==> src/rtl/phaser_demodulator.sv <==
// rtl/phaser_demodulator.sv - re-pairs 4-bit phase words into 2-bit symbols and packs them into bytes
// Loopback receiver for the tag phase modulator; flags illegal pairs and gap timeouts.
module phaser_demodulator #(
  parameter int ERR_W   = 8,
  parameter int GAP_MAX = 255
) (
  input  logic             clock,
  input  logic             reset,
  input  logic             frame_start,
  input  logic             phase_valid,
  input  logic [3:0]       phase_word,
  output logic [1:0]       symbol,
  output logic             symbol_valid,
  output logic             symbol_mode,
  output logic [7:0]       byte_out,
  output logic             byte_valid,
  output logic             pair_error,
  output logic [ERR_W-1:0] error_count,
  output logic             busy
);

  typedef enum logic [1:0] {IDLE, FIRST, SECOND} state_t;

  localparam int GAP_W = $clog2(GAP_MAX + 1);
  localparam logic [GAP_W-1:0] GAP_LAST = GAP_W'(GAP_MAX - 1);

  state_t           state_q, state_d;
  logic [3:0]       held_q, held_d;
  logic [GAP_W-1:0] gap_q, gap_d;
  logic [1:0]       slot_q, slot_d;
  logic [5:0]       pack_q, pack_d;
  logic [1:0]       sym_q, sym_d;
  logic             mode_q, mode_d;
  logic             sv_q, sv_d;
  logic [7:0]       byte_q, byte_d;
  logic             bv_q, bv_d;
  logic             pe_q, pe_d;
  logic [ERR_W-1:0] ecnt_q, ecnt_d;

  logic       word_legal;
  logic [3:0] held_partner;
  logic [1:0] held_sym;
  logic       take_first, good, err, clear_pack;

  // Legal first halves are {1,3,5,7} (mode1) and {2,6,A,E} (mode0), so w[0] alone tells the mode once legal.
  assign word_legal   = (phase_word[0] && !phase_word[3]) || (phase_word[1:0] == 2'b10);
  assign held_partner = held_q[0] ? (held_q ^ 4'h4) : (held_q ^ 4'h8);
  assign held_sym     = held_q[0] ? held_q[2:1] : held_q[3:2];

  always_comb begin
    state_d    = state_q;
    held_d     = held_q;
    gap_d      = gap_q;
    slot_d     = slot_q;
    pack_d     = pack_q;
    sym_d      = sym_q;
    mode_d     = mode_q;
    sv_d       = 1'b0;
    byte_d     = byte_q;
    bv_d       = 1'b0;
    pe_d       = 1'b0;
    ecnt_d     = ecnt_q;
    take_first = 1'b0;
    good       = 1'b0;
    err        = 1'b0;
    clear_pack = 1'b0;

    if (frame_start) begin
      // Resync from any state: drop a held first half silently and restart the byte.
      clear_pack = 1'b1;
      gap_d      = '0;
      state_d    = FIRST;
      take_first = phase_valid;
    end else begin
      case (state_q)
        IDLE: ;
        FIRST: take_first = phase_valid;
        SECOND: begin
          if (phase_valid) begin
            state_d = FIRST;
            if (phase_word == held_partner) begin
              good = 1'b1;
            end else begin
              err        = 1'b1;
              clear_pack = 1'b1;
            end
          end else if (gap_q == GAP_LAST) begin
            err     = 1'b1;
            gap_d   = '0;
            state_d = FIRST;
          end else begin
            gap_d = gap_q + 1'b1;
          end
        end
        default: state_d = IDLE;
      endcase
    end

    if (take_first) begin
      if (word_legal) begin
        held_d  = phase_word;
        gap_d   = '0;
        state_d = SECOND;
      end else begin
        err     = 1'b1;
        state_d = FIRST;
      end
    end

    if (clear_pack) begin
      slot_d = '0;
      pack_d = '0;
    end

    if (good) begin
      sym_d  = held_sym;
      mode_d = held_q[0];
      sv_d   = 1'b1;
      if (slot_q == 2'd3) begin
        byte_d = {pack_q, held_sym};
        bv_d   = 1'b1;
        slot_d = '0;
        pack_d = '0;
      end else begin
        pack_d = {pack_q[3:0], held_sym};
        slot_d = slot_q + 2'd1;
      end
    end

    if (err) begin
      pe_d = 1'b1;
      if (!(&ecnt_q)) ecnt_d = ecnt_q + 1'b1;
    end
  end

  always_ff @(posedge clock or posedge reset) begin
    if (reset) begin
      state_q <= IDLE;
      held_q  <= '0;
      gap_q   <= '0;
      slot_q  <= '0;
      pack_q  <= '0;
      sym_q   <= '0;
      mode_q  <= 1'b0;
      sv_q    <= 1'b0;
      byte_q  <= '0;
      bv_q    <= 1'b0;
      pe_q    <= 1'b0;
      ecnt_q  <= '0;
    end else begin
      state_q <= state_d;
      held_q  <= held_d;
      gap_q   <= gap_d;
      slot_q  <= slot_d;
      pack_q  <= pack_d;
      sym_q   <= sym_d;
      mode_q  <= mode_d;
      sv_q    <= sv_d;
      byte_q  <= byte_d;
      bv_q    <= bv_d;
      pe_q    <= pe_d;
      ecnt_q  <= ecnt_d;
    end
  end

  assign symbol       = sym_q;
  assign symbol_mode  = mode_q;
  assign symbol_valid = sv_q;
  assign byte_out     = byte_q;
  assign byte_valid   = bv_q;
  assign pair_error   = pe_q;
  assign error_count  = ecnt_q;
  assign busy         = (state_q == SECOND);

endmodule

==> config.mk <==
export PLATFORM = sky130hd
export DESIGN_NAME = phaser_demodulator
export DESIGN_NICKNAME = d
export VERILOG_FILES = /design/src/rtl/phaser_demodulator.sv
export SDC_FILE = /design/constraint.sdc
export NUM_CORES = 1
export LEC_CHECK = 0
export BUFFER_PORTS_ARGS = -buffer_cell sky130_fd_sc_hd__buf_2
export CAP_MARGIN = 20
export CORE_MARGIN = 1
export CORE_UTILIZATION = 34
export DETAILED_ROUTE_END_ITERATION = 10
export SLEW_MARGIN = 30
export SYNTH_ARGS = -nofsm -noshare
export SYNTH_HDL_FRONTEND = slang
export SYNTH_SLANG_ARGS = --single-unit
==> constraint.sdc <==
create_clock -name clock -period 1.92 [get_ports clock]
set_clock_uncertainty 0.15 [all_clocks]
set_input_delay 0.288 -clock clock [delete_from_list [all_inputs] [get_ports clock]]
set_output_delay 0.288 -clock clock [all_outputs]
set_load 0.005 [all_outputs]
# After elaboration in Yosys (flattened, before gate mapping)
# Index checks and enable logic that the tools add are counted.
# word_totals
reg_bits	44
in_bits	8
wordCells	77
output_inout_bits	23
# classes
eq_ne	8
n_mux	40
reduce_logical	11
n_addsub	3
bitwise	3
# op_table
op	n
$mux W8	6
$mux W1	20
$mux W2	9
$mux W6	3
$add A8 B1 Y8 const B	2
$eq A8 B8 Y1 const B	1
$reduce_and A2 Y1	4
$reduce_and A8 Y1	1
$eq A2 B2 Y1 const B	3
$ne A5 B3 Y1 const B	1
$eq A4 B4 Y1	1
$mux W4	1
$pmux W2 S2	1
$ne A3 B1 Y1 const B	1
$not A1 Y1	3
$add A2 B1 Y2 const B	1
$eq A2 B1 Y1 const B	1
$logic_not A2 Y1	1
$reduce_bool A2 Y1	1
$reduce_or A2 Y1	1
$logic_and A1 B1 Y1	1
$logic_not A1 Y1	1
$logic_or A1 B1 Y1	1

# Depth between registers and ports, before layout
# depth
word_depth	10
ltp_mapped	9
ltp_nobuf	8

# Worst setup path before layout
# OpenSTA, ideal clock, no wires.
# synth_path
kind	register -> register
start	reg held_q[3]
end	reg ecnt_q[1] (netlist: error_count[1])
t_arrival_ps	1807
path_stages_with_launch	7
path_buffers	1
setup_time_ps	128
slack_ps	-164
required_time_ps	1642
path_cell_list	dfrtp_1 > xnor2_1 > or4_4 > a21oi_4 > o21a_1 > buf_2 > mux2_1
# synth_between
elab_chain_cells	10
# synth_lines
element	line	rtl
from (decl)	28	logic [3:0] held_q, held_d;
from (signal assigned)	152	held_q <= held_d;
$not A1 Y1 (no source line)	--	
$mux W4 (*)	47	assign held_partner = held_q[0] ? (held_q ^ 4'h4) : (held_q ^ 4'h8);
$eq A4 B4 Y1 (*)	81	if (phase_word == held_partner) begin
$mux W1 (*)	81	
$mux W1 (*)	79	if (phase_valid) begin
$mux W1 (*)	75	case (state_q)
$mux W1 (*)	68	if (frame_start) begin
$mux W1	100	if (word_legal) begin
$mux W1 (*)	99	if (take_first) begin
$reduce_and A2 Y1 (no source line) (*)	--	
to (signal assigned)	162	ecnt_q <= ecnt_d;
to (decl)	38	logic [ERR_W-1:0] ecnt_q, ecnt_d;
# Every way passes the cells marked *; elsewhere a longest branch is shown, timed or not.
# A chain may end at the register's enable or synchronous reset.

# Worst setup path after layout
# layout_path
start	reg held_q[3]
end	reg byte_q[6] (netlist: byte_out[6])
# layout_between
elab_chain_cells	8
# layout_lines
element	line	rtl
$not A1 Y1 (no source line)	--	
$mux W4 (*)	47	
$eq A4 B4 Y1 (*)	81	
$mux W1 (*)	81	
$mux W1 (*)	79	
$mux W1 (*)	75	
$mux W1 (*)	68	
via good	43	logic take_first, good, err, clear_pack;
$reduce_and A2 Y1 (no source line) (*)	--	
to (signal assigned)	159	byte_q <= byte_d;
to (decl)	35	logic [7:0] byte_q, byte_d;
# Mark *: on every way through the listed nets, which the timed path passes. The rest lies on a longest branch.

==> flow_summary.yaml <==
status:
  outcome: "complete, but fails checks"
  failed_checks: "negative setup slack"
setup_path:
  timing.reg2reg.worst_path_depth: 7
  timing.critical_path.arrival_ns: 2.11
  r2r-end: "byte_out[6]"
  crit_required_ns: 1.96
  timing.critical_path.fanout_max: 9
  timing.critical_path.to_type: "register"
  timing_worst_setup_path_type: "reg2reg"
  r2r_setup_slack_ns: -0.15
  timing.rr.start: "held_q[3]"
  cp-start-kind: "register"
floorplan:
  fp.dieH_um: 80.2
  core_area_um2: 5920
  ios: 31
  die_area_um2: 6430
  die_w_um: 80.2
  floorplan.initialDensity_pct: 35.1
  core.rowCount: 28
yosys:
  syn-num-nets: 197
  yosysWarningCount: 0
  synth-seq-area-share_pct: 53.0
  post_synth.cell_area_avg_um2: 11.2
  synth_edf_count: 0
  synth_largest_type_area_fraction_pct: 53.0
  synth_common_cells: "dfrtp_1 (44), nand2_1 (18), nor2_1 (17)"
  top_area_cells_in_the_synthesized_netlist: "dfrtp_1 (53%), mux2_4 (5.8%), a22o_1 (3.4%)"
  yosysMostFrequentCell: "dfrtp_1"
  synthArstFlopShare_pct: 100
  synth.lib_cells_used.distinct: 41
  synthesis.area_um2: 2080
  synth-main-ff-cell: "dfrtp_1"
  syn-instance-count: 185
  yosys_register_bits: 44
  synth.largest_area_cell: "dfrtp_1"
global_routing:
  grt_antenna_before_repair: 0
  grt_max_degree: 45
  grt.total_usage_pct: 14.7
  first_pass_grt_wire_length_um: 7290
  overflow: 0
  first_global_vias: 1559
clock_network:
  htree_levels: 2
  clock-sinks: 44
  cts_tree: "yes"
  cts_max_path_buffers: 2
  cts_root_buf: "clkbuf_8"
  cts_buffers: 5
  clock_latency_ns: 0.30
  clk_pin_slew_worst_paths_ns: 0.09
timing:
  worst_slew_margin_rel_pct: 62.9
  max_slew.worst_pin.slew_ns: 0.556
  timing_max_transition_violations_final: 0
  post-route-period-util_pct: 108
  grt_setup_unrepaired: "yes"
  final.hold.worst_slack_ns: 0.0980
  fmaxAchievable_mhz: 483
  final.setup.worst_slack_ns: -0.152
  finalWorstPathRequiredPeriod_ns: 2.07
  final_hold_viol_count: 0
  finalSetupViolations: 24
power:
  clock_power_share_pct: 31.0
  sequentialPowerShare_pct: 44.8
  power_leakage_nw: 1.42
  comb_power_share_pct: 24.2
  peakVddDrop_mv: 0.557
  power_per_cell_area_nw_per_um2: 865
  p_int_w: 0.00171
  power.switching_w: 0.000676
  netSwitchingFraction_pct: 28.4
worst_hold_path:
  hold_path.class: "in2reg"
  hold_path_startpoint: "phase_word[2]"
  holdPathStages: 2
  hold-path-endpoint: "held_q[2]"
finish:
  drive_above_1_share_pct: 39.6
  post-route-util_pct: 46.5
  final_net_count: 266
  area_growth_pct: 32.6
  insertedDiodeCount: 0
  fin_cells: 330
detailed_routing:
  drtPass1Iterations: 4
  detail_route.iter0.violations: 51
  routed-via-count: 1591
  drt.antenna.violating_nets: 0
  post-route-drc-count: 0
  detail_route.wl_per_cell_um: 12.5
  drt-total-wl_um: 4130
  route.detailed.vias_per_inst: 4.82
place:
  numPortBuffers: 30
  dpl_worst_slack_ns: -0.201
  place.detailed.hpwl_um: 2990
  dpl.cell_count: 318
  place.gp.congestion: 0.793
flow_run:
  max_cap_violations: 0
==> how the worst max path moves through the flow <==
| stage | slack, ns | endpoint | from | cells past startpoint |
|---|---|---|---|---|
| 6_report | -0.15 | byte_out[6] | held_q[3] | 7 |
| 5_1_grt | -0.21 | error_count[2] | held_q[3] | 8 |
| 4_1_cts | -0.13 | byte_out[2] | held_q[3] | 7 |
| 3_5_place_dp | -0.20 | error_count[5] | phase_word[3] | 8 |
| 3_3_place_gp | -0.15 | byte_out[5] | phase_word[3] | 8 |
| 2_1_floorplan | -0.10 | error_count[1] | held_q[3] | 6 |
==> critical path, cell delays in order (launching register included) <==
cell and delay, ns:
dfrtp_1 0.39, xnor2_1 0.15, or4_4 0.50, a21oi_4 0.18, nand2_4 0.10, inv_6 0.08, nand2_8 0.08, mux2_4 0.32
==> power groups by stage <==
stage	combinational (W)	sequential [W]	clock, W
global route	0.000639	0.00108	0.000802
finish	0.000577	0.00107	0.000739
floorplan	0.000219	0.00113	0
CTS	0.000569	0.00107	0.000756
detailed placement	0.000538	0.00108	0
global placement	0.000539	0.00108	0
==> per-layer routing <==
layer | GRT usage [%] | up-vias | routed length (µm)
li1 | - | 785 | -
met1 | 18.7 | 770 | 1970
met2 | 24.5 | 31 | 1940
met3 | 3.52 | 5 | 171
met4 | 4.29 | 0 | 44
met5 | 0 | - | 0
==> state kept, by name, summed over array words and instances (netlist names) <==
signal and count:
byte_out 8, error_count 8, gap_q 8, pack_q 6
held_q 4, slot_q 2, state_q 2, symbol 2
byte_valid 1, pair_error 1, symbol_mode 1, symbol_valid 1
==> what timing repair did <==
item | 4_1_cts | 5_1_grt
gates resized for setup | 5 | 5
hold buffers | 1 | 0
setup buffers | 2 | 1
pin swaps | 7 | 1
hold endpoints to repair | 44 | 0
setup endpoints to repair | 24 | 28
==> final cells by class <==
class | count | area [µm²]
inverters | 8 | 35.0
well taps | 75 | 93.8
repair buffers | 66 | 430
clock inverters | 3 | 47.5
clock buffers | 5 | 68.8
fillers | 554 | 3170
flip-flops and latches | 44 | 1100
multi-input cells | 129 | 978
==> cell families (layout without fill, tap and decap cells) <==
family,count (synthesis),in the layout,synth area share (%)
flip-flops,44,44,53.0
AO/OA/AOI/OAI,33,33,11.1
adder cells (fa/ha/maj),4,4,2.41
AND/OR/NAND/NOR,67,67,17.2
buffers and inverters,12,82,2.47
multiplexers,15,15,9.57
XOR/XNOR,10,10,4.21
==> stage by stage <==
step | TNS (ns) | cell area (µm²) | power (W)
floorplan | -1.04 | 2100 | 0.00135
global placement | -2.40 | 2560 | 0.00162
detailed placement | -3.22 | 2560 | 0.00162
CTS | -2.17 | 2720 | 0.00239
global route | -4.02 | 2760 | 0.00252
finish | -2.39 | 2760 | 0.00238
==> cells in the final DEF, fill, tap and decap left out, types with 2 or more instances in the layout <==
cell type,count
xor2_1,7
nand2_1,18
xnor2_1,3
nor2_1,17
clkbuf_8,5
a21oi_1,8
clkinv_4,2
o21ai_1,2
mux2_2,3
mux2_4,9
nor3_1,2
nand4_1,2
a22o_1,8
nor3_2,3
mux2_1,3
nor2b_1,3
nand3b_1,2
inv_1,5
o21ai_0,5
buf_4,33
or3_1,2
dfrtp_1,44
buf_2,30
buf_6,2
a311oi_1,2
ha_1,4
and3_1,2
nor3_4,2
nand3_1,6
(Power assumes the default switching activity.)
